File: src/rtl/pipe_hazard_ctrl_pkg.sv
// Shared types and constants for the pipeline hazard controller.
package pipe_hazard_ctrl_pkg;

    typedef enum logic [1:0] {
        StRun   = 2'b00,
        StStall = 2'b01,
        StFlush = 2'b10,
        StHold  = 2'b11
    } state_e;

    localparam logic [1:0] FWD_REG   = 2'b00;
    localparam logic [1:0] FWD_EXMEM = 2'b01;
    localparam logic [1:0] FWD_MEMWB = 2'b10;

endpackage

File: src/rtl/pipe_hazard_ctrl_if.sv
// Pipeline-side signal bundle of the hazard controller; master drives the pipe state,
// slave (the controller) returns enables, forwarding selects and event counters.
interface pipe_hazard_ctrl_if #(
    parameter int unsigned REG_AW = 5,
    parameter int unsigned CNT_W  = 16
);
    logic [REG_AW-1:0] id_rs;
    logic [REG_AW-1:0] id_rt;
    logic              id_uses_rt;
    logic [REG_AW-1:0] ex_rs;
    logic [REG_AW-1:0] ex_rt;
    logic              ex_mem_read_en;
    logic              ex_redirect;
    logic [REG_AW-1:0] mem_dest;
    logic              mem_reg_write_en;
    logic [REG_AW-1:0] wb_dest;
    logic              wb_reg_write_en;
    logic              ext_stall;

    logic              pc_load_en;
    logic              if_id_load_en;
    logic              if_id_flush;
    logic              id_ex_load_en;
    logic              id_ex_bubble;
    logic [1:0]        fwd_a_sel;
    logic [1:0]        fwd_b_sel;
    logic [CNT_W-1:0]  stall_cnt;
    logic [CNT_W-1:0]  flush_cnt;
    logic              hold_timeout;

    modport master (
        output id_rs, id_rt, id_uses_rt, ex_rs, ex_rt, ex_mem_read_en, ex_redirect,
               mem_dest, mem_reg_write_en, wb_dest, wb_reg_write_en, ext_stall,
        input  pc_load_en, if_id_load_en, if_id_flush, id_ex_load_en, id_ex_bubble,
               fwd_a_sel, fwd_b_sel, stall_cnt, flush_cnt, hold_timeout
    );

    modport slave (
        input  id_rs, id_rt, id_uses_rt, ex_rs, ex_rt, ex_mem_read_en, ex_redirect,
               mem_dest, mem_reg_write_en, wb_dest, wb_reg_write_en, ext_stall,
        output pc_load_en, if_id_load_en, if_id_flush, id_ex_load_en, id_ex_bubble,
               fwd_a_sel, fwd_b_sel, stall_cnt, flush_cnt, hold_timeout
    );
endinterface

File: src/rtl/pipe_hazard_ctrl_fwd_unit.sv
// Combinational ALU operand forwarding select for one source register.
module pipe_hazard_ctrl_fwd_unit
    import pipe_hazard_ctrl_pkg::*;
#(
    parameter int unsigned REG_AW = 5
) (
    input  logic [REG_AW-1:0] src_i,
    input  logic [REG_AW-1:0] mem_dest_i,
    input  logic              mem_we_i,
    input  logic [REG_AW-1:0] wb_dest_i,
    input  logic              wb_we_i,
    output logic [1:0]        sel_o
);

    // The younger EX/MEM result shadows MEM/WB; $0 is hardwired and never forwarded.
    always_comb begin
        sel_o = FWD_REG;
        if (mem_we_i && (mem_dest_i != '0) && (mem_dest_i == src_i)) begin
            sel_o = FWD_EXMEM;
        end else if (wb_we_i && (wb_dest_i != '0) && (wb_dest_i == src_i)) begin
            sel_o = FWD_MEMWB;
        end
    end

endmodule

File: src/rtl/pipe_hazard_ctrl.sv
// 5-stage pipeline hazard controller: load-use stall, redirect flush, external freeze,
// operand forwarding, saturating event counters and a sticky hold watchdog.
module pipe_hazard_ctrl
    import pipe_hazard_ctrl_pkg::*;
#(
    parameter int unsigned REG_AW   = 5,
    parameter int unsigned CNT_W    = 16,
    parameter int unsigned HOLD_MAX = 255
) (
    input logic          clk,
    input logic          rst,
    pipe_hazard_ctrl_if.slave bus
);

    localparam int unsigned HoldW = (HOLD_MAX < 2) ? 1 : $clog2(HOLD_MAX + 1);
    localparam logic [HoldW-1:0] HoldMax = HoldW'(HOLD_MAX);

    state_e           state_q, state_d;
    logic [HoldW-1:0] hold_q, hold_d;
    logic             timeout_q, timeout_d;
    logic [CNT_W-1:0] stall_q, stall_d;
    logic [CNT_W-1:0] flush_q, flush_d;

    logic luse;
    logic pc_en, ifid_en, ifid_flush, idex_en, bubble;
    logic stall_inc, flush_inc;

    // In STALL the load has already moved past EX (bubble loaded), so a load stalls once only.
    assign luse = bus.ex_mem_read_en && (state_q != StStall) && (bus.ex_rt != '0) &&
                  ((bus.ex_rt == bus.id_rs) || (bus.id_uses_rt && (bus.ex_rt == bus.id_rt)));

    always_comb begin
        state_d    = StRun;
        pc_en      = 1'b1;
        ifid_en    = 1'b1;
        ifid_flush = 1'b0;
        idex_en    = 1'b1;
        bubble     = 1'b0;
        stall_inc  = 1'b0;
        flush_inc  = 1'b0;
        if (!rst) begin
            state_d = StRun;
        end else if (bus.ext_stall) begin
            pc_en   = 1'b0;
            ifid_en = 1'b0;
            idex_en = 1'b0;
            state_d = StHold;
        end else if (bus.ex_redirect) begin
            ifid_flush = 1'b1;
            bubble     = 1'b1;
            flush_inc  = 1'b1;
            state_d    = StFlush;
        end else if (luse) begin
            pc_en     = 1'b0;
            ifid_en   = 1'b0;
            bubble    = 1'b1;
            stall_inc = 1'b1;
            state_d   = StStall;
        end
    end

    always_comb begin
        hold_d    = '0;
        timeout_d = timeout_q;
        stall_d   = stall_q;
        flush_d   = flush_q;
        if (bus.ext_stall) begin
            hold_d = (hold_q == HoldMax) ? hold_q : hold_q + HoldW'(1);
            if (hold_q == HoldMax) begin
                timeout_d = 1'b1;
            end
        end
        if (stall_inc && (stall_q != '1)) begin
            stall_d = stall_q + CNT_W'(1);
        end
        if (flush_inc && (flush_q != '1)) begin
            flush_d = flush_q + CNT_W'(1);
        end
    end

    always_ff @(posedge clk or negedge rst) begin
        if (!rst) begin
            state_q   <= StRun;
            hold_q    <= '0;
            timeout_q <= 1'b0;
            stall_q   <= '0;
            flush_q   <= '0;
        end else begin
            state_q   <= state_d;
            hold_q    <= hold_d;
            timeout_q <= timeout_d;
            stall_q   <= stall_d;
            flush_q   <= flush_d;
        end
    end

    assign bus.pc_load_en    = pc_en;
    assign bus.if_id_load_en = ifid_en;
    assign bus.if_id_flush   = ifid_flush;
    assign bus.id_ex_load_en = idex_en;
    assign bus.id_ex_bubble  = bubble;
    assign bus.stall_cnt     = stall_q;
    assign bus.flush_cnt     = flush_q;
    assign bus.hold_timeout  = timeout_q;

    pipe_hazard_ctrl_fwd_unit #(
        .REG_AW (REG_AW)
    ) u_fwd_a (
        .src_i      (bus.ex_rs),
        .mem_dest_i (bus.mem_dest),
        .mem_we_i   (bus.mem_reg_write_en),
        .wb_dest_i  (bus.wb_dest),
        .wb_we_i    (bus.wb_reg_write_en),
        .sel_o      (bus.fwd_a_sel)
    );

    pipe_hazard_ctrl_fwd_unit #(
        .REG_AW (REG_AW)
    ) u_fwd_b (
        .src_i      (bus.ex_rt),
        .mem_dest_i (bus.mem_dest),
        .mem_we_i   (bus.mem_reg_write_en),
        .wb_dest_i  (bus.wb_dest),
        .wb_we_i    (bus.wb_reg_write_en),
        .sel_o      (bus.fwd_b_sel)
    );

endmodule

File: src/flat_wrapper.sv
// flat-port wrapper written by rule: the top's interface ports become plain ports
module pipe_hazard_ctrl_flat import pipe_hazard_ctrl_pkg::*;
#(
    parameter int unsigned REG_AW   = 5,
    parameter int unsigned CNT_W    = 16,
    parameter int unsigned HOLD_MAX = 255
)
  (clk, rst, bus_id_rs, bus_id_rt, bus_id_uses_rt, bus_ex_rs, bus_ex_rt, bus_ex_mem_read_en, bus_ex_redirect, bus_mem_dest, bus_mem_reg_write_en, bus_wb_dest, bus_wb_reg_write_en, bus_ext_stall, bus_pc_load_en, bus_if_id_load_en, bus_if_id_flush, bus_id_ex_load_en, bus_id_ex_bubble, bus_fwd_a_sel, bus_fwd_b_sel, bus_stall_cnt, bus_flush_cnt, bus_hold_timeout);
  pipe_hazard_ctrl_if #(.REG_AW(REG_AW), .CNT_W(CNT_W)) bus_i ();
  input logic clk;
  input logic rst;
  input wire logic [$bits(bus_i.id_rs)-1:0] bus_id_rs;
  input wire logic [$bits(bus_i.id_rt)-1:0] bus_id_rt;
  input wire logic [$bits(bus_i.id_uses_rt)-1:0] bus_id_uses_rt;
  input wire logic [$bits(bus_i.ex_rs)-1:0] bus_ex_rs;
  input wire logic [$bits(bus_i.ex_rt)-1:0] bus_ex_rt;
  input wire logic [$bits(bus_i.ex_mem_read_en)-1:0] bus_ex_mem_read_en;
  input wire logic [$bits(bus_i.ex_redirect)-1:0] bus_ex_redirect;
  input wire logic [$bits(bus_i.mem_dest)-1:0] bus_mem_dest;
  input wire logic [$bits(bus_i.mem_reg_write_en)-1:0] bus_mem_reg_write_en;
  input wire logic [$bits(bus_i.wb_dest)-1:0] bus_wb_dest;
  input wire logic [$bits(bus_i.wb_reg_write_en)-1:0] bus_wb_reg_write_en;
  input wire logic [$bits(bus_i.ext_stall)-1:0] bus_ext_stall;
  output wire logic [$bits(bus_i.pc_load_en)-1:0] bus_pc_load_en;
  output wire logic [$bits(bus_i.if_id_load_en)-1:0] bus_if_id_load_en;
  output wire logic [$bits(bus_i.if_id_flush)-1:0] bus_if_id_flush;
  output wire logic [$bits(bus_i.id_ex_load_en)-1:0] bus_id_ex_load_en;
  output wire logic [$bits(bus_i.id_ex_bubble)-1:0] bus_id_ex_bubble;
  output wire logic [$bits(bus_i.fwd_a_sel)-1:0] bus_fwd_a_sel;
  output wire logic [$bits(bus_i.fwd_b_sel)-1:0] bus_fwd_b_sel;
  output wire logic [$bits(bus_i.stall_cnt)-1:0] bus_stall_cnt;
  output wire logic [$bits(bus_i.flush_cnt)-1:0] bus_flush_cnt;
  output wire logic [$bits(bus_i.hold_timeout)-1:0] bus_hold_timeout;
  assign bus_i.id_rs = bus_id_rs;
  assign bus_i.id_rt = bus_id_rt;
  assign bus_i.id_uses_rt = bus_id_uses_rt;
  assign bus_i.ex_rs = bus_ex_rs;
  assign bus_i.ex_rt = bus_ex_rt;
  assign bus_i.ex_mem_read_en = bus_ex_mem_read_en;
  assign bus_i.ex_redirect = bus_ex_redirect;
  assign bus_i.mem_dest = bus_mem_dest;
  assign bus_i.mem_reg_write_en = bus_mem_reg_write_en;
  assign bus_i.wb_dest = bus_wb_dest;
  assign bus_i.wb_reg_write_en = bus_wb_reg_write_en;
  assign bus_i.ext_stall = bus_ext_stall;
  assign bus_pc_load_en = bus_i.pc_load_en;
  assign bus_if_id_load_en = bus_i.if_id_load_en;
  assign bus_if_id_flush = bus_i.if_id_flush;
  assign bus_id_ex_load_en = bus_i.id_ex_load_en;
  assign bus_id_ex_bubble = bus_i.id_ex_bubble;
  assign bus_fwd_a_sel = bus_i.fwd_a_sel;
  assign bus_fwd_b_sel = bus_i.fwd_b_sel;
  assign bus_stall_cnt = bus_i.stall_cnt;
  assign bus_flush_cnt = bus_i.flush_cnt;
  assign bus_hold_timeout = bus_i.hold_timeout;
  pipe_hazard_ctrl #(.REG_AW(REG_AW), .CNT_W(CNT_W), .HOLD_MAX(HOLD_MAX)) u_core (.clk(clk), .rst(rst), .bus(bus_i));
endmodule
File: config.mk
export PLATFORM = sky130hd
export DESIGN_NAME = pipe_hazard_ctrl_flat
export DESIGN_NICKNAME = d
export VERILOG_FILES = /design/src/rtl/pipe_hazard_ctrl_pkg.sv /design/src/rtl/pipe_hazard_ctrl_if.sv /design/src/rtl/pipe_hazard_ctrl_fwd_unit.sv /design/src/rtl/pipe_hazard_ctrl.sv /design/src/flat_wrapper.sv
export SDC_FILE = /design/constraint.sdc
export NUM_CORES = 1
export LEC_CHECK = 0
export BUFFER_PORTS_ARGS = -buffer_cell sky130_fd_sc_hd__buf_4
export CORE_MARGIN = 1
export CORE_UTILIZATION = 45
export DETAILED_ROUTE_END_ITERATION = 8
export PLACE_DENSITY_LB_ADDON = 0.15
export RECOVER_POWER = 50
export SYNTH_ARGS = -nofsm -noshare
export SYNTH_HDL_FRONTEND = slang
export SYNTH_SLANG_ARGS = --single-unit
File: constraint.sdc
create_clock -name clk -period 1.66 [get_ports clk]
set_clock_uncertainty 0.05 [all_clocks]
set_input_delay 0.249 -clock clk [delete_from_list [all_inputs] [get_ports clk]]
set_output_delay 0.249 -clock clk [all_outputs]
set_load 0.005 [all_outputs]
==> results of run 1 <==
[sequential cells by signal, indices dropped and copies added (netlist names)]
register / cells
u_core.state_q: 2
u_core.bus.hold_timeout: 1
u_core.bus.flush_cnt: 16
u_core.bus.stall_cnt: 16
u_core.hold_q: 8
[cells by family after synthesis]
logic type | after synthesis
AOI/OAI and AO/OA | 17
DFF | 43
and+or+nand+nor | 117
muxes | 6
buffers and inverters | 14
adders and majority gates | 3
xor gates and xnor gates | 60
[synth_stat cells, drive strengths merged]
cell    number  area, um^2
or3b         1       8.760
ha           3       37.54
mux2         5       56.30
nor2b        4       25.02
o21ai        4       20.02
a31oi        1       6.260
nand4       15       93.84
and2         6       37.54
dfrtp       43        1076
a22o         1       8.760
clkbuf       2       7.510
o221ai       1       26.28
or4          5       41.29
a21oi        3       15.01
a21boi       2       15.01
a41o         1       10.01
nor3b        1       7.510
inv          4       15.01
o211a        1       10.01
xor2        23       201.4
nand3       22       110.1
nor4bb       1       10.01
nor4         6       37.54
or2          1       6.260
and3         3       18.77
o21a         2       15.01
nand2       22       85.09
nand4b       1       8.760
nand2b       1       6.260
nor2        18       75.07
buf          8       48.80
and4         1       8.760
mux2i        1       10.01
nand3b       3       22.52
xnor2       37       324.1
o22ai        1       12.51
nor3         6       35.03
[final cells by class]
cell class,count,area (um^2)
multi-input cells,203,1728
fillers,392,1329
repair buffers,152,1099
flip-flops and latches,43,1076
well taps,72,90.09
clock buffers,5,68.82
clock inverters,3,67.56
inverters,4,15.01
[through the flow]
step | setup WS (ps) | std cells
floorplan | -194.7 | 260
global placement | -265.1 | 466
detailed placement | -310.7 | 466
CTS | -158.9 | 480
global route | -169.0 | 482
finish | -138.6 | 482
[timing repair]
item                                    4_1_cts  5_1_grt
hold endpoints to repair                     43        0
setup buffers                                 5        4
gates resized for setup                      27       45
hold buffers                                  3        0
endpoints found under the setup margin       26       35
pin swaps                                    30       32
[layer usage]
metal  vias to the layer above  track usage [%]  routed length (um)
met3                        21            5.059                 374
met4                         0            9.811                 187
met5                         -                0                   0
met2                        88            42.65                3724
li1                       1207                -                   -
met1                      1209            30.19                2952
[power groups by stage]
stage                     Combinational [uW]  Clock, uW  Sequential (uW)
final                                    658        981             1200
after global routing                     714       1040             1210
after CTS                                620        992             1180
after detailed placement                 586          0             1200
after global placement                   570          0             1200
after floorplan                          221          0             1210
[worst paths after layout]
path / start / end / cells after the start
hold / removal: bus_ex_redirect / u_core.state_q[1]$_DFF_PN0_ / 2
setup reg to reg: u_core.bus.stall_cnt[1]$_DFFE_PN0P_ / u_core.bus.stall_cnt[1]$_DFFE_PN0P_ / 7
hold reg to reg: u_core.bus.hold_timeout$_DFFE_PN0P_ / u_core.bus.hold_timeout$_DFFE_PN0P_ / 1
setup / recovery: bus_mem_dest[4] / bus_fwd_a_sel[1] / 6
max in group asynchronous: rst / u_core.hold_q[1]$_DFFE_PN0N_ / 4
min in group asynchronous: rst / u_core.bus.flush_cnt[3]$_DFFE_PN0P_ / 3
[layout by cell type (no fill, tap or decap), types with 3 or more instances in the layout]
| cell type | n |
|---|---|
| sky130_fd_sc_hd__nand3_2 | 4 |
| sky130_fd_sc_hd__xor2_1 | 23 |
| sky130_fd_sc_hd__buf_4 | 109 |
| sky130_fd_sc_hd__a21oi_1 | 3 |
| sky130_fd_sc_hd__nor2_2 | 3 |
| sky130_fd_sc_hd__dfrtp_1 | 43 |
| sky130_fd_sc_hd__mux2_4 | 3 |
| sky130_fd_sc_hd__nand3_1 | 16 |
| sky130_fd_sc_hd__xnor2_2 | 7 |
| sky130_fd_sc_hd__inv_1 | 3 |
| sky130_fd_sc_hd__nand3b_1 | 3 |
| sky130_fd_sc_hd__nor3_4 | 3 |
| sky130_fd_sc_hd__nand4_1 | 15 |
| sky130_fd_sc_hd__clkbuf_4 | 6 |
| sky130_fd_sc_hd__nor2_1 | 9 |
| sky130_fd_sc_hd__nor2_4 | 6 |
| sky130_fd_sc_hd__buf_6 | 11 |
| sky130_fd_sc_hd__clkbuf_8 | 5 |
| sky130_fd_sc_hd__xnor2_1 | 30 |
| sky130_fd_sc_hd__and2_1 | 5 |
| sky130_fd_sc_hd__or4_4 | 3 |
| sky130_fd_sc_hd__clkbuf_1 | 23 |
| sky130_fd_sc_hd__nor2b_1 | 3 |
| sky130_fd_sc_hd__nor4_2 | 4 |
| sky130_fd_sc_hd__nand2_1 | 21 |
[critical path: stages]
cell	delay, ps
sky130_fd_sc_hd__buf_6	90
sky130_fd_sc_hd__or4_4	530
sky130_fd_sc_hd__o21ai_4	150
sky130_fd_sc_hd__nor4_2	70
sky130_fd_sc_hd__nor4_2	260
sky130_fd_sc_hd__buf_4	140
==> results.md, run 1 <==
- IR analysis of the VDD net gives a maximum drop of 1.042 mV.
- The area inside the core boundary is 5473 um^2.
- The number of hold violations in the final report is 0.
- The checks that failed: negative setup slack.
- From synthesis to final layout, the design area changed by 62.27%.
- Cells with a size suffix above 1 make up 46.10% of the layout.
- The tightest slew margin relative to the limit is 43.31%.
- The net count of the mapped netlist is 301.
- Data on the critical path arrives at its endpoint at 1500 ps.
- The final design instance area without fill is 4144 um^2.
- The net count of the finished layout is 450.
- The total length of routed wires is 7239 um.
- The number of setup violations in the final report is 13.
- The via count of the first global-routing pass is 2537.
- The detailed router finished its first iteration with 92 violations.
- At the pin with the least slew margin, the transition time is 847.5 ps.
- The insertion delay to the later sink of the worst-skew pair is 300 ps.
- The top achievable clock speed is 556.0 MHz.
- The weighted congestion at the end of routability-driven global placement is 0.8949.
- The post-layout utilization of the core is 75.72%.
- The critical path startpoint category is an input pin.
- In this run the register-to-register setup slack is -70 ps.
- The number of max-slew violations in the final report is 0.
- Measured along the y axis, the die boundary spans 77.33 um.
- The number of clock buffers added by TritonCTS is 5.
- For this configuration, the core starts out at a cell density of 46.66%.
- The count of state elements after synthesis is 43.
- The mean cell area of the mapped netlist is 9.822 um^2.
- The average wire per standard cell is 15.02 um.
- The first global-routing pass estimated 11700 um of wire.
- The clock slew at the register clock pins of the worst setup and hold paths is 90 ps.
- The kind of critical path is in2out.
- The class of the worst hold path is in2reg.
- The number of antenna violations at the first check in global routing was 0.
- The count of yosys warnings during synthesis is 0.
- The count of nets left with antenna violations once routing finished came out at 0.
- Summing the areas of all and, or, nand and nor instances in the mapped netlist gives 24.99% of the synthesized area.
- On the final layout, the worst hold slack is 135.8 ps.
- The sequential share of power is 42.3%.
- The number of distinct library cells after synthesis is 44.
- The routed layout has 2525 vias.
- Counting every sink on the clock net gives 43.
- Of the total synthesized cell area, the portion taken by full adders, half adders and majority gates is 1.470%.
- The number of max-capacitance violations reported is 0.
- The time the final worst path needs with I/O delays and setup is 1799 ps.
- The clock passes through at most 2 buffers.
- The clock group share of total power is 34.5%.
- Sequential cells were found to cover 42.14% of the synthesized design area.
- Summing internal, switching and leakage power gives 2843 uW.
- Summing the areas of all compound-gate instances in the mapped netlist gives 5.439% of the synthesized area.
- The flow ran to the end, but the final reports show violations.
- The final-layout setup total negative slack is -799.5 ps.
- Along the worst path, the maximum fanout reaches 2.
- The repair_antennas step left the layout with diodes totalling 0.
- The area of placed instances is 3692 um^2.
- The main combinational cell family by area after synthesis is simple AND/OR/NAND/NOR gates.
- The internal power of the cells totals 2093 uW.
- The number of input and output port buffers inserted is 79.
- The worst setup path is captured at an output port.
- The number of instances in the synthesized netlist is 260.
- The analysis attributes to cell leakage a power of 0.001905 uW.
- The fraction of power spent switching nets is 26.40%.
- The post-route fraction of the period consumed by the critical path is 108.4%.
- Setup repair after global routing could not meet its margin everywhere.
- The share of total power dissipated in combinational logic is 23.2%.
- The sum of net half-perimeters after detailed placement is 5149 um.
- In the routed layout, each cell is associated on average with a via count of 5.239.
- From left edge to right edge, the die measures 77.33 um.
- The analysis attributes to net switching a power of 750.5 uW.
- The die covers 5980 um^2.
- The fraction of synthesized cell area in xor and xnor cells is 20.58%.
- The clock tree from TritonCTS is done.
- The proportion of synthesized area in mux cells is 2.597%.
- The H-tree generated during clock tree synthesis spans 2 levels.
- 80 I/O pins were placed.
- The first detailed-routing pass took 4 iterations.
- The clock tree root driver cell is sky130_fd_sc_hd__clkbuf_8.
- The areal power density over the cells is 686.1 nW/um^2.
- The floorplan has 27 rows.
- The maximum number of pins on one net before global-route repair is 25.
- In the routed design, unresolved DRC markers number 0.
- The overall overflow remaining after global route is 0.
- In the post-route analysis, the smallest setup slack over all paths is -138.6 ps.
- The overall global routing resource usage is 24.75%.
- Summing every instance area after synthesis gives 2554 um^2.
- For the worst setup path, the data required time is 1360 ps.
Note: power is estimated with default switching activity, not from simulation.
==> run 2, diff against run 1 <==
--- a/config.mk
+++ b/config.mk
@@ -9,8 +9,9 @@
 export CORE_MARGIN = 1
 export CORE_UTILIZATION = 45
 export DETAILED_ROUTE_END_ITERATION = 8
-export PLACE_DENSITY_LB_ADDON = 0.15
+export PLACE_DENSITY = 0.82
 export RECOVER_POWER = 50
 export SYNTH_ARGS = -nofsm -noshare
 export SYNTH_HDL_FRONTEND = slang
 export SYNTH_SLANG_ARGS = --single-unit
+export TNS_END_PERCENT = 50
==> run 2 against run 1 <==
Against the previous run: final area increased by 0.63%; the run still ends with negative setup slack left; sequential power about the same; combinational power increased by 12%.
==> results.md, run 2 (same netlist as run 1, synthesis figures left out) <==
- The number of antenna cells inserted was 0 (unchanged).
- The footprint of the flip-flops and latches is 1076 um^2 (unchanged).
- The depth of the CTS H-tree was 2 (unchanged).
- The number of nets in the finished design is 449 (was 450).
- The leakage power figure is 0.001944 uW (was 0.001905 uW).
- The worst setup slack after layout is -278.1 ps (was -138.6 ps).
- The startpoint of the worst register-to-register path is u_core.bus.stall_cnt[1]$_DFFE_PN0P_ (unchanged).
- The final design instance area without fill is 4170 um^2 (was 4144 um^2).
- The peak supply drop is 0.6234 mV (was 1.042 mV).
- The critical path startpoint category is an input pin (unchanged).
- The number of rows created at floorplan was 27 (unchanged).
- The number of max-capacitance violations reported was 0 (unchanged).
- The via-per-instance ratio was 5.445 (was 5.239).
- The startpoint of the lowest-slack hold path is bus_ex_redirect (unchanged).
- The insertion delay to the later sink of the worst-skew pair is 300 ps (about the same).
- The register-to-register setup slack came to -140 ps (was -70 ps).
- The wire length of the first global-routing pass is 11470 um (was 11700 um).
- The count of routing violations after the opening detailed-route iteration is 189 (was 92).
- The worst-case reg-to-reg path depth is 8 (was 7).
- The most common library cell in the layout ignoring fill and taps was sky130_fd_sc_hd__buf_4 (unchanged).
- The origin of the worst setup path is bus_ex_rt[2] (was bus_mem_dest[4]).
- The required time of the critical path is 1360 ps (about the same).
- The end point of the critical path is bus_id_ex_bubble (was bus_fwd_a_sel[1]).
- The top-level I/O count is 80 (unchanged).
- The number of buffers on the longest clock path is 2 (unchanged).
- The via count of the first global-routing pass came to 2533 (was 2537).
- Run status: finished, violations left (unchanged).
- The clock slew at the register clock pins of the worst setup and hold paths was 90 ps (about the same).
- The clock tree root driver cell is sky130_fd_sc_hd__clkbuf_8 (unchanged).
- The detailed-route via count came to 2619 (was 2525).
- The area of placed instances is 3670 um^2 (was 3692 um^2).
- The average wire per standard cell was 17.51 um (was 15.02 um).
- The share of cells above drive strength 1 came to 49.88% (was 46.10%).
- The kind of critical path is in2out (unchanged).
- The measured slew at the worst slew-check pin is 1350 ps (was 847.5 ps).
- The number of hold violations in the final report is 0 (unchanged).
- The worst-path maximum fanout was 4 (was 2).
- The top achievable clock speed was 516.0 MHz (was 556.0 MHz).
- Setup repair after global routing missed its margin: true (unchanged).
- Highest-count cells in the layout ignoring fill and taps: 122 x sky130_fd_sc_hd__buf_4, 43 x sky130_fd_sc_hd__dfrtp_1, 28 x sky130_fd_sc_hd__xnor2_1 (was 109 x sky130_fd_sc_hd__buf_4, 43 x sky130_fd_sc_hd__dfrtp_1, 30 x sky130_fd_sc_hd__xnor2_1).
- Failing checks: negative setup slack (unchanged).
- The met1 usage in global routing is 28.69% (was 30.19%).
- The area inside the core boundary is 5473 um^2 (unchanged).
- The arrival time at the worst endpoint is 1640 ps (was 1500 ps).
- The sum of net half-perimeters after detailed placement is 5137 um (was 5149 um).
- The kind of end point of the critical path is an output port (unchanged).
- The number of setup violations in the final report is 21 (was 13).
- The time the final worst path needs with I/O delays and setup was 1938 ps (was 1799 ps).
- The layer carrying the most global-route usage was met2 (unchanged).
- The post-route fraction of the period consumed by the critical path is 116.8% (was 108.4%).
- The area added between synthesis and finish is 63.30% (was 62.27%).
- The footprint of the multi-input gates came to 1695 um^2 (was 1728 um^2).
- The post-place setup slack is -362.9 ps (was -310.7 ps).
- The total of fill cells in the finished design is 361 (was 392).
- The number of max-slew violations in the final report is 0 (unchanged).
- The overall overflow remaining after global route came to 0 (unchanged).
- The tightest slew margin relative to the limit is 9.992% (was 43.31%).
- The initial core utilization was 46.66% (unchanged).
- The class of the worst hold path is in2reg (unchanged).
- The die area was 5980 um^2 (unchanged).
- The critical register-to-register path endpoint was u_core.bus.stall_cnt[15]$_DFFE_PN0P_ (was u_core.bus.stall_cnt[1]$_DFFE_PN0P_).
- The weighted congestion at the end of routability-driven global placement came to 0.8624 (was 0.8949).
- The detailed-routing iteration count for the pre-antenna-repair pass is 4 (unchanged).
- The total length of routed wires is 8421 um (was 7239 um).
- The routing usage on met2 is 44.16% (was 42.65%).
- The areal power density over the cells was 624.4 nW/um^2 (was 686.1 nW/um^2).
- The number of antenna violations at the first check in global routing came to 0 (unchanged).
- The met3 track utilization from global routing came to 4.118% (was 5.059%).
- The overall global routing resource usage is 24.25% (was 24.75%).
- The y dimension of the die is 77.33 um (unchanged).
- The DRC violation count after routing is 0 (unchanged).
- The width of the die came to 77.33 um (unchanged).
- The clock tree from TritonCTS is done (unchanged).
- The remaining number of nets flagged by the antenna check after routing was 0 (unchanged).
- The TritonCTS buffer count is 5 (unchanged).
- The number of input and output port buffers inserted came to 79 (unchanged).
- The sink count of the clock tree is 43 (unchanged).
- The maximum number of pins on one net before global-route repair is 39 (was 25).
run 2: report_power, final:
| group | internal, uW | switching [uW] | total [uW] | leakage, uW |
|---|---|---|---|---|
| registers | 1120 | 65.2 | 1180 | 0.000581 |
| logic | 415 | 321 | 736 | 0.00132 |
| clock network | 293 | 391 | 684 | 0.0000402 |
| total | 1830 | 777 | 2600 | 0.00194 |
run 2: worst min-delay path by stage:
stage | cells past startpoint | end | slack (ps)
final | 2 | u_core.state_q[1]$_DFF_PN0_ | 140
after global routing | 2 | u_core.state_q[1]$_DFF_PN0_ | 140
after CTS | 2 | u_core.bus.stall_cnt[12]$_DFFE_PN0P_ | -30
after detailed placement | 2 | u_core.bus.flush_cnt[3]$_DFFE_PN0P_ | 140
after global placement | 2 | u_core.bus.flush_cnt[3]$_DFFE_PN0P_ | 140
after floorplan | 0 | u_core.bus.flush_cnt[0]$_DFFE_PN0P_ | -100
run 2: metrics by stage:
stage	total power (uW)	hold WS, ps	TNS [ps]	std cells	utilization [%]
final	2604	143.7	-2722	481	76.20
after global routing	2736	140.9	-6189	481	76.20
after CTS	2490	-29.60	-700.2	472	70.80
after detailed placement	1794	137.5	-3877	460	67.06
after global placement	1767	135.4	-3278	460	67.06
after floorplan	1435	-96.59	-1266	260	-
run 2: cell type report:
cell class                 instances  area share [%]
multi-input combinational        203           40.65
timing repair buffer             151           28.89
sequential                        43           25.80
tap                               72           2.160
clock buffer                       5           1.650
clock inverter                     3          0.4800
inverter                           4          0.3600
run 2: critical path, cell delays in order:
cell	delay, ps
sky130_fd_sc_hd__buf_6	100
sky130_fd_sc_hd__buf_6	130
sky130_fd_sc_hd__xnor2_2	210
sky130_fd_sc_hd__nand4_1	220
sky130_fd_sc_hd__o22ai_2	250
sky130_fd_sc_hd__nor2b_4	220
sky130_fd_sc_hd__o21a_1	150
sky130_fd_sc_hd__buf_4	110
run 2: per-layer routing:
layer	wire (um)	vias to the layer above
li1	-	1199
met1	3124	1274
met2	4522	111
met3	428	35
met4	345	0
met5	0	-
run 2: timing repair:
action	4_1_cts	5_1_grt
hold buffers	1	3
hold endpoints to repair	43	24
endpoints found under the setup margin	25	36
setup buffers	3	7
pin swaps	14	29
resized for setup	21	43
==> run 3, diff against run 2 <==
--- a/config.mk
+++ b/config.mk
@@ -5,8 +5,8 @@
 export SDC_FILE = /design/constraint.sdc
 export NUM_CORES = 1
 export LEC_CHECK = 0
-export BUFFER_PORTS_ARGS = -buffer_cell sky130_fd_sc_hd__buf_4
-export CORE_MARGIN = 1
+export BUFFER_PORTS_ARGS = -buffer_cell sky130_fd_sc_hd__buf_2
+export CORE_MARGIN = 1.5
 export CORE_UTILIZATION = 45
 export DETAILED_ROUTE_END_ITERATION = 8
 export PLACE_DENSITY = 0.82
==> run 3 against run 2 <==
Against the previous run: via count is 1.9% lower; first-iteration DRC count down 38%; critical path depth fell by 2; worst setup slack improved by 20 ps; fmax increased by 1.1%; register-to-register slack better by 90 ps; non-clock buffer count is 4 higher; the flow still finishes with violations (negative setup slack); die area increased by 2.6%.
==> results.md, run 3 (same netlist as run 1, synthesis figures left out) <==
- Run status: finished, violations left (unchanged).
- Failing checks: negative setup slack (unchanged).
- The placed cell count is 459 (was 460).
- The arrival time at the worst endpoint is 1620 ps (was 1640 ps).
- The areal power density over the cells is 664.8 nW/um^2 (was 624.4 nW/um^2).
- The number of nets in the finished design is 453 (was 449).
- The total length of routed wires is 7554 um (was 8421 um).
- The sink count of the clock tree is 43 (unchanged).
- The critical path startpoint category was an input pin (unchanged).
- The average wire per standard cell is 15.58 um (was 17.51 um).
- The worst hold path cell count is 2 (unchanged).
- The insertion delay to the later sink of the worst-skew pair is 300 ps (about the same).
- The number of input and output port buffers inserted came to 79 (unchanged).
- The number of buffers on the longest clock path is 2 (unchanged).
- The most common library cell in the layout ignoring fill and taps is sky130_fd_sc_hd__buf_2 (was sky130_fd_sc_hd__buf_4).
- The via count of the first global-routing pass is 2522 (was 2533).
- The weighted congestion at the end of routability-driven global placement is 0.9020 (was 0.8624).
- The number of antenna cells inserted is 0 (unchanged).
- The number of hold violations in the final report was 0 (unchanged).
- The TritonCTS buffer count is 5 (unchanged).
- The share of cells above drive strength 1 was 43.10% (was 49.88%).
- Highest-count cells in the layout ignoring fill and taps: 63 x sky130_fd_sc_hd__buf_2, 48 x sky130_fd_sc_hd__buf_4, 43 x sky130_fd_sc_hd__dfrtp_1 (was 122 x sky130_fd_sc_hd__buf_4, 43 x sky130_fd_sc_hd__dfrtp_1, 28 x sky130_fd_sc_hd__xnor2_1).
- The time the final worst path needs with I/O delays and setup is 1918 ps (was 1938 ps).
- The initial core utilization is 46.38% (was 46.66%).
- The overall global routing resource usage is 22.68% (was 24.25%).
- The DRC violation count after routing was 0 (unchanged).
- The width of the die was 78.33 um (was 77.33 um).
- The area inside the core boundary is 5507 um^2 (was 5473 um^2).
- The post-place setup slack is -279.4 ps (was -362.9 ps).
- The clock tree root driver cell is sky130_fd_sc_hd__clkbuf_8 (unchanged).
- The maximum number of pins on one net before global-route repair is 17 (was 39).
- The final standard cell count with taps included and fillers excluded is 485 (was 481).
- The die area is 6136 um^2 (was 5980 um^2).
- The number of rows created at floorplan is 27 (unchanged).
- The post-layout utilization of the core was 71.62% (was 76.20%).
- The measured slew at the worst slew-check pin is 762.8 ps (was 1350 ps).
- The depth of the CTS H-tree is 2 (unchanged).
- The kind of end point of the critical path is an output port (unchanged).
- The detailed-route via count is 2569 (was 2619).
- The overall power of the completed layout is 2622 uW (was 2604 uW).
- The peak supply drop is 0.6341 mV (was 0.6234 mV).
- The worst-path maximum fanout came to 2 (was 4).
- The register-to-register setup slack is -50 ps (was -140 ps).
- The final hold slack is 180.2 ps (was 143.7 ps).
- The class of the worst hold path is in2reg (unchanged).
- The clock tree from TritonCTS is done (unchanged).
- The worst-case reg-to-reg path depth was 7 (was 8).
- The number of max-capacitance violations reported was 0 (unchanged).
- The number of setup violations in the final report was 13 (was 21).
- The clock slew at the register clock pins of the worst setup and hold paths is 80 ps (was 90 ps).
- The number of antenna violations at the first check in global routing is 0 (unchanged).
- The leakage power figure is 0.001847 uW (was 0.001944 uW).
- The number of max-slew violations in the final report came to 0 (unchanged).
- The via-per-instance ratio was 5.297 (was 5.445).
- The top achievable clock speed is 521.4 MHz (was 516.0 MHz).
- The worst setup slack after layout was -257.9 ps (was -278.1 ps).
- The count of routing violations after the opening detailed-route iteration is 117 (was 189).
- The kind of critical path is in2out (unchanged).
- The sum of net half-perimeters after detailed placement is 5129 um (was 5137 um).
- The y dimension of the die came to 78.33 um (was 77.33 um).
- Setup repair after global routing missed its margin: true (unchanged).
- The top-level I/O count was 80 (unchanged).
- The wire length of the first global-routing pass came to 11180 um (was 11470 um).
- The area added between synthesis and finish was 54.43% (was 63.30%).
- The required time of the critical path was 1360 ps (about the same).
- The detailed-routing iteration count for the pre-antenna-repair pass is 4 (unchanged).
- The remaining number of nets flagged by the antenna check after routing came to 0 (unchanged).
- The tightest slew margin relative to the limit came to 48.98% (was 9.992%).
- The post-route fraction of the period consumed by the critical path came to 115.5% (was 116.8%).
- The overall overflow remaining after global route is 0 (unchanged).
run 3: repair_timing:
action                                 CTS  global route
endpoints found under the hold margin   36             0
setup buffers                            2            12
hold buffers                             5             0
pin swaps                               13            29
setup endpoints to repair               19            37
gates resized for setup                 20            45
run 3: final cells by class:
cell class | instances | area, um^2
fillers | 404 | 1563
clock buffers | 5 | 68.82
clock inverters | 3 | 43.79
repair buffers | 155 | 994.7
well taps | 72 | 90.09
multi-input cells | 203 | 1655
flip-flops and latches | 43 | 1076
inverters | 4 | 15.01
run 3: worst paths after layout:
| kind | from | endpoint |
|---|---|---|
| max in group asynchronous | rst | u_core.hold_q[3]$_DFFE_PN0N_ |
| min reg2reg | u_core.bus.hold_timeout$_DFFE_PN0P_ | u_core.bus.hold_timeout$_DFFE_PN0P_ |
| max reg2reg | u_core.bus.stall_cnt[1]$_DFFE_PN0P_ | u_core.bus.stall_cnt[1]$_DFFE_PN0P_ |
| min in group asynchronous | rst | u_core.bus.flush_cnt[9]$_DFFE_PN0P_ |
| max | bus_ex_rt[3] | bus_fwd_b_sel[1] |
| min | bus_ex_redirect | u_core.state_q[1]$_DFF_PN0_ |
run 3: report_power, final:
group | total [uW] | switching (uW) | internal (uW)
clock network | 828 | 380 | 448
registers | 1190 | 69.1 | 1120
logic | 606 | 284 | 321
total | 2620 | 733 | 1890
run 3: worst max-delay path, stage by stage:
cell and delay (ps):
sky130_fd_sc_hd__buf_6 100, sky130_fd_sc_hd__buf_6 110, sky130_fd_sc_hd__xor2_1 140, sky130_fd_sc_hd__or4_1 510
sky130_fd_sc_hd__nor4_1 340, sky130_fd_sc_hd__buf_2 180
run 3: layer usage:
| metal | share of wire (%) | global-route usage, % | wire length [um] | vias up |
|---|---|---|---|---|
| li1 | - | - | - | 1213 |
| met1 | 40 | 26.75 | 2987 | 1240 |
| met4 | 2.4 | 7.857 | 181 | 0 |
| met3 | 4.7 | 3.256 | 352 | 20 |
| met5 | 0 | 0 | 0 | - |
| met2 | 53 | 41.83 | 4032 | 96 |
run 3: stage by stage:
step                TNS [ps]  area (um^2)
finish                -833.0         3944
global route           -3911         3944
CTS                   -524.6         3712
detailed placement     -3819         3452
global placement       -3231         3452
floorplan              -1266         2585
